[src/rtl/seven_seg_capture_pkg.sv]
// Shared constants for the seven-segment display capture block: FSM encoding,
// digit indices and the active-low segment patterns for BCD 0..9 (g..a order).
package seven_seg_capture_pkg;

  localparam logic [1:0] ST_IDLE   = 2'd0;
  localparam logic [1:0] ST_SETTLE = 2'd1;
  localparam logic [1:0] ST_HOLD   = 2'd2;

  localparam logic [1:0] ONES      = 2'd0;
  localparam logic [1:0] TENS      = 2'd1;
  localparam logic [1:0] HUNDREDS  = 2'd2;
  localparam logic [1:0] THOUSANDS = 2'd3;

  localparam logic [6:0] SEG_PATTERNS [10] = '{
    7'b1000000, 7'b1111001, 7'b0100100, 7'b0110000, 7'b0011001,
    7'b0010010, 7'b0000010, 7'b1111000, 7'b0000000, 7'b0010000
  };

  // The segment bus is declared [0:6] (a..g); patterns are held as [6:0] (g..a).
  function automatic logic [6:0] to_gfedcba(input logic [0:6] bus);
    logic [6:0] p;
    for (int unsigned i = 0; i < 7; i++) p[i] = bus[i];
    return p;
  endfunction

endpackage

[src/rtl/seven_seg_capture_decode.sv]
// Combinational active-low segment pattern to BCD decoder; valid is low for
// any pattern that is not one of the ten digit glyphs.
module seg_decode
  import seven_seg_capture_pkg::*;
(
  input  logic [6:0] pattern,
  output logic [3:0] value,
  output logic       valid
);

  always_comb begin
    value = '0;
    valid = 1'b0;
    for (int unsigned i = 0; i < 10; i++) begin
      if (pattern == SEG_PATTERNS[i]) begin
        value = 4'(i);
        valid = 1'b1;
      end
    end
  end

endmodule

[src/rtl/seven_seg_capture.sv]
// Captures a multiplexed 4-digit seven-segment display: waits for each digit
// select to settle, decodes its segments and publishes whole frames atomically.
module seven_seg_capture
  import seven_seg_capture_pkg::*;
#(
  parameter int unsigned SETTLE_CYCLES = 4
) (
  input  logic       clk,
  input  logic       rst,
  input  logic [0:6] seg,
  input  logic [7:0] digit,
  output logic [7:0] ones,
  output logic [7:0] tens,
  output logic [7:0] hundreds,
  output logic [7:0] thousands,
  output logic       frame_done,
  output logic       err
);

  logic [0:6] seg_r;
  logic [7:0] digit_r;
  logic [1:0] state, state_next;
  logic [7:0] count, count_next;
  logic [1:0] cur_idx;
  logic [1:0] sel_idx;
  logic       sel_valid;
  logic       sample;
  logic [3:0] mask, mask_next;
  logic [3:0] shadow  [4];
  logic [3:0] out_val [4];
  logic [6:0] seg_pattern;
  logic [3:0] dec_value;
  logic       dec_valid;

  assign seg_pattern = to_gfedcba(seg_r);

  seg_decode u_decode (
    .pattern (seg_pattern),
    .value   (dec_value),
    .valid   (dec_valid)
  );

  always_comb begin
    sel_valid = 1'b0;
    sel_idx   = ONES;
    if (digit_r[7:4] == 4'hF) begin
      unique case (digit_r[3:0])
        4'b1110: begin sel_valid = 1'b1; sel_idx = ONES;      end
        4'b1101: begin sel_valid = 1'b1; sel_idx = TENS;      end
        4'b1011: begin sel_valid = 1'b1; sel_idx = HUNDREDS;  end
        4'b0111: begin sel_valid = 1'b1; sel_idx = THOUSANDS; end
        default: begin sel_valid = 1'b0; sel_idx = ONES;      end
      endcase
    end
  end

  // count holds the number of consecutive cycles the current select has been seen
  always_comb begin
    state_next = state;
    count_next = count;
    sample     = 1'b0;
    unique case (state)
      ST_IDLE: begin
        if (sel_valid) begin
          state_next = ST_SETTLE;
          count_next = 8'd1;
        end
      end
      ST_SETTLE: begin
        if (!sel_valid) begin
          state_next = ST_IDLE;
          count_next = '0;
        end else if (sel_idx != cur_idx) begin
          count_next = 8'd1;
        end else if (count == SETTLE_CYCLES[7:0] - 8'd1) begin
          sample     = 1'b1;
          state_next = ST_HOLD;
          count_next = count + 8'd1;
        end else begin
          count_next = count + 8'd1;
        end
      end
      ST_HOLD: begin
        if (!sel_valid) begin
          state_next = ST_IDLE;
          count_next = '0;
        end else if (sel_idx != cur_idx) begin
          state_next = ST_SETTLE;
          count_next = 8'd1;
        end
      end
      default: begin
        state_next = ST_IDLE;
        count_next = '0;
      end
    endcase
  end

  // A completed frame clears first so a same-edge sample survives into the next frame.
  always_comb begin
    mask_next = (mask == 4'hF) ? '0 : mask;
    if (sample && dec_valid) mask_next[cur_idx] = 1'b1;
  end

  always_ff @(posedge clk or negedge rst) begin
    if (!rst) begin
      seg_r      <= '1;
      digit_r    <= '1;
      state      <= ST_IDLE;
      count      <= '0;
      cur_idx    <= ONES;
      mask       <= '0;
      frame_done <= 1'b0;
      err        <= 1'b0;
      for (int unsigned i = 0; i < 4; i++) begin
        shadow[i]  <= '0;
        out_val[i] <= '0;
      end
    end else begin
      seg_r      <= seg;
      digit_r    <= digit;
      state      <= state_next;
      count      <= count_next;
      mask       <= mask_next;
      frame_done <= (mask == 4'hF);
      err        <= sample && !dec_valid;
      if (sel_valid) cur_idx <= sel_idx;
      if (sample && dec_valid) shadow[cur_idx] <= dec_value;
      if (mask == 4'hF) begin
        for (int unsigned i = 0; i < 4; i++) out_val[i] <= shadow[i];
      end
    end
  end

  assign ones      = {4'h0, out_val[ONES]};
  assign tens      = {4'h0, out_val[TENS]};
  assign hundreds  = {4'h0, out_val[HUNDREDS]};
  assign thousands = {4'h0, out_val[THOUSANDS]};

endmodule
[config.mk]
export PLATFORM = sky130hd
export DESIGN_NAME = seven_seg_capture
export DESIGN_NICKNAME = d
export VERILOG_FILES = /design/src/rtl/seven_seg_capture_pkg.sv /design/src/rtl/seven_seg_capture_decode.sv /design/src/rtl/seven_seg_capture.sv
export SDC_FILE = /design/constraint.sdc
export NUM_CORES = 1
export LEC_CHECK = 0
export CAP_MARGIN = 20
export CORE_ASPECT_RATIO = 1.2
export CORE_MARGIN = 2
export CORE_UTILIZATION = 30
export CTS_BUF_LIST = sky130_fd_sc_hd__clkbuf_4 sky130_fd_sc_hd__clkbuf_8
export CTS_CLUSTER_DIAMETER = 120
export DETAILED_ROUTE_END_ITERATION = 6
export PLACE_DENSITY = 0.53
export SYNTH_ARGS = -nofsm -noshare
export SYNTH_HDL_FRONTEND = slang
export SYNTH_SLANG_ARGS = --single-unit
[constraint.sdc]
create_clock -name clk -period 3.1 [get_ports clk]
set_input_delay 0.775 -clock clk [delete_from_list [all_inputs] [get_ports clk]]
set_output_delay 0.775 -clock clk [all_outputs]
set_load 0.02 [all_outputs]
==> flow_metrics.env <==
export IMPL_synth_edf_count=0
export IMPL_cts_buffers=9
export IMPL_synth_flop_cell="dfrtp_1"
export IMPL_cp_start_kind="flop"
export IMPL_finalWirelength_um=6217
export IMPL_finalSetupViolations=0
export IMPL_layout_drive_gt1_share=0.1587
export IMPL_start_util=0.3037
export IMPL_skew_ns=0.008783
export IMPL_max_freq_ghz=0.4088
export IMPL_synth_top_area_share=0.3956
export IMPL_n_antenna_cell=0
export IMPL_first_global_vias=2218
export IMPL_drv_cap=0
export IMPL_pin_count=51
export IMPL_cts_root_buf="clkbuf_8"
export IMPL_ys_top_cells_by_area="dfrtp_1, dfstp_2, nand2_1"
export IMPL_netlist_area_mm2=0.003163
export IMPL_grt_use_total=0.1199
export IMPL_drt_wirelength_per_cell_um=13.43
export IMPL_dieArea_mm2=0.01138
export IMPL_worst_pin_slew_ns=0.6505
export IMPL_tns_ns=0
export IMPL_finalCriticalPeriod_ns=2.446
export IMPL_fin_area_mm2=0.003769
export IMPL_ant_nets=0
export IMPL_async_reset_ff_frac=1.000
export IMPL_fillers=1039
export IMPL_cp_top_family="flip-flops"
export IMPL_yosysSeqAreaShare=0.5202
export IMPL_cts_tree="done"
export IMPL_cp_arrival_ns=2.66
export IMPL_drv_slew=0
export IMPL_max_slew_margin_rel=0.5638
export IMPL_rsz0062_at_grt="false"
export IMPL_grt_max_degree=28
export IMPL_num_vias=2219
export IMPL_synthDistinctLibCells=61
export IMPL_io_buffers=34
export IMPL_cts_hold_buffers=0
export IMPL_power_uw=1790
export IMPL_die_x_um=97.74
export IMPL_p_leak_uw=0.001785
export IMPL_hold_violations=0
export IMPL_end_kind="flop"
export IMPL_cts_buffer_depth=2
export IMPL_grt_pass1_wl_um=10740
export IMPL_powerDensity_mw_per_mm2=475.0
export IMPL_crit_buf_inv=0
export IMPL_ir_drop_uv=208.8
export IMPL_first_iter_violations=76
export IMPL_worstHoldPathType="in2async"
export IMPL_cts_resized=0
export IMPL_htreeDepth=3
export IMPL_rows=41
export IMPL_die_y_um=116.5
export IMPL_place_congestion=0.7679
export IMPL_hpwlAfterDp_um=4413
export IMPL_min_period_over_period=0.7891
export IMPL_synth_most_common_cell="nand2_1"
export IMPL_drtPass1Iterations=4
export IMPL_status="finished clean"
export IMPL_critPathKind="reg2reg"
export IMPL_area_growth_pct=19.15
export IMPL_crit_required_ns=3.32
export IMPL_gr_total_overflow=0
export IMPL_nets=347
export IMPL_drc=0
export IMPL_place_area_mm2=0.003550
export IMPL_clock_latency_ns=0.34
export IMPL_cts_clk_slew_worst_paths_ns=0.07
export IMPL_viasPerCell=4.793
export IMPL_syn_avg_cell_area_um2=10.76
export IMPL_synth_common_cells="nand2_1, dfrtp_1, buf_4"
export IMPL_rrSetupSlack_ns=0.65
export IMPL_syn_instance_count=294
export IMPL_ys_warnings_count=0
export IMPL_antenna_found_initial=0
export IMPL_crit_fanout=13
export IMPL_core_mm2=0.01041
export IMPL_worst_path_largest_cell_delay_ns=0.69
export IMPL_cp_slowest_cell="dfstp_2"
export IMPL_cts_sink_count=65
export IMPL_crit_chain="xnor2_1 > o221ai_2 > and2b_1 > o211ai_4 > nor3_4 > mux2_1"
export IMPL_cts_setup_buffers=0
export IMPL_yosys_area_top_type="dfrtp_1"
export IMPL_ys_seq_elements=65
==> logic make-up after synthesis <==
family,count (synthesis),share of synthesized area
AND/OR/NAND/NOR,121,0.2085
flip-flops,65,0.5202
AO/OA/AOI/OAI,58,0.1507
buffers and inverters,34,0.06685
multiplexers,13,0.04589
adder cells (fa/ha/maj),1,0.003955
other,1,0.001186
XOR/XNOR,1,0.002769
==> metal layers <==
layer / vias to the layer above / track usage / wire [µm]
met5: - / 0 / 0
met4: 0 / 0.04815 / 55
met3: 4 / 0.03351 / 243
met2: 62 / 0.2120 / 3181
met1: 1085 / 0.1389 / 2737
li1: 1068 / - / -
==> power breakdown <==
group          internal (µW)  leakage (µW)  switching [µW]
combinational           39.2      0.000831            61.6
sequential               871      0.000844            25.5
clock                    452      0.000109             340
total                   1360       0.00178             427
==> final cells by class <==
cell class	instances	area (µm²)	area share
clock buffers	9	123.9	0.03287
clock inverters	7	95.09	0.02523
inverters	6	22.52	0.005976
multi-input cells	210	1363	0.3616
flip-flops and latches	65	1645	0.4366
well taps	129	161.4	0.04283
repair buffers	37	357.8	0.09495
==> state kept, by name, indices dropped and copies added, names as in the netlist <==
name        flops
digit_r         8
seg_r           7
ones            4
tens            4
state           2
count           8
err             1
shadow         16
thousands       4
mask            4
hundreds        4
cur_idx         2
frame_done      1
==> through the flow <==
stage               hold slack (ns)  worst slack (ns)  std cells  utilization
floorplan                    0.4315            0.9983        309            -
global placement             0.4518            0.7887        447       0.3409
detailed placement           0.4544            0.6849        447       0.3409
CTS                          0.3738            0.6758        463       0.3619
global route                 0.3861            0.5092        463       0.3619
finish                       0.3780            0.6538        463       0.3619
==> placed cells by master (no fill, tap or decap), types with 2 or more instances in the layout <==
master / Yosys / routed
nor2_1: 10 / 10
nor3b_1: 4 / 4
nor3_4: 4 / 4
nand2_1: 59 / 59
nand4b_1: 2 / 2
nand3_1: 4 / 4
nor3_1: 4 / 4
o211ai_1: 4 / 4
a21o_1: 8 / 8
o41ai_1: 4 / 4
nand2b_1: 13 / 13
a21oi_1: 7 / 7
o21ai_0: 5 / 5
clkinv_4: 0 / 2
buf_4: 18 / 3
nor4bb_1: 2 / 2
clkdlybuf4s50_1: 0 / 33
a31oi_1: 3 / 3
conb_1: 1 / 16
dfstp_2: 15 / 15
a211o_1: 3 / 3
inv_1: 5 / 5
clkinv_2: 0 / 2
nand4_1: 3 / 3
bufinv_16: 0 / 2
dfrtp_1: 50 / 50
clkbuf_8: 0 / 9
mux2_1: 12 / 12
o21ai_1: 6 / 6
and2_1: 2 / 2
and3_1: 5 / 5
nor3_2: 2 / 2
==> worst paths after layout <==
path,cells after the start,startpoint,end
hold / removal,1,rst,hundreds[3]
max in group asynchronous,2,rst,count[0]
hold reg to reg,2,shadow[3],thousands[3]
setup / recovery,6,digit_r[1],shadow[13]
min in group clk,2,shadow[3],thousands[3]
setup reg to reg,6,digit_r[1],shadow[13]
(Power assumes the default switching activity.)
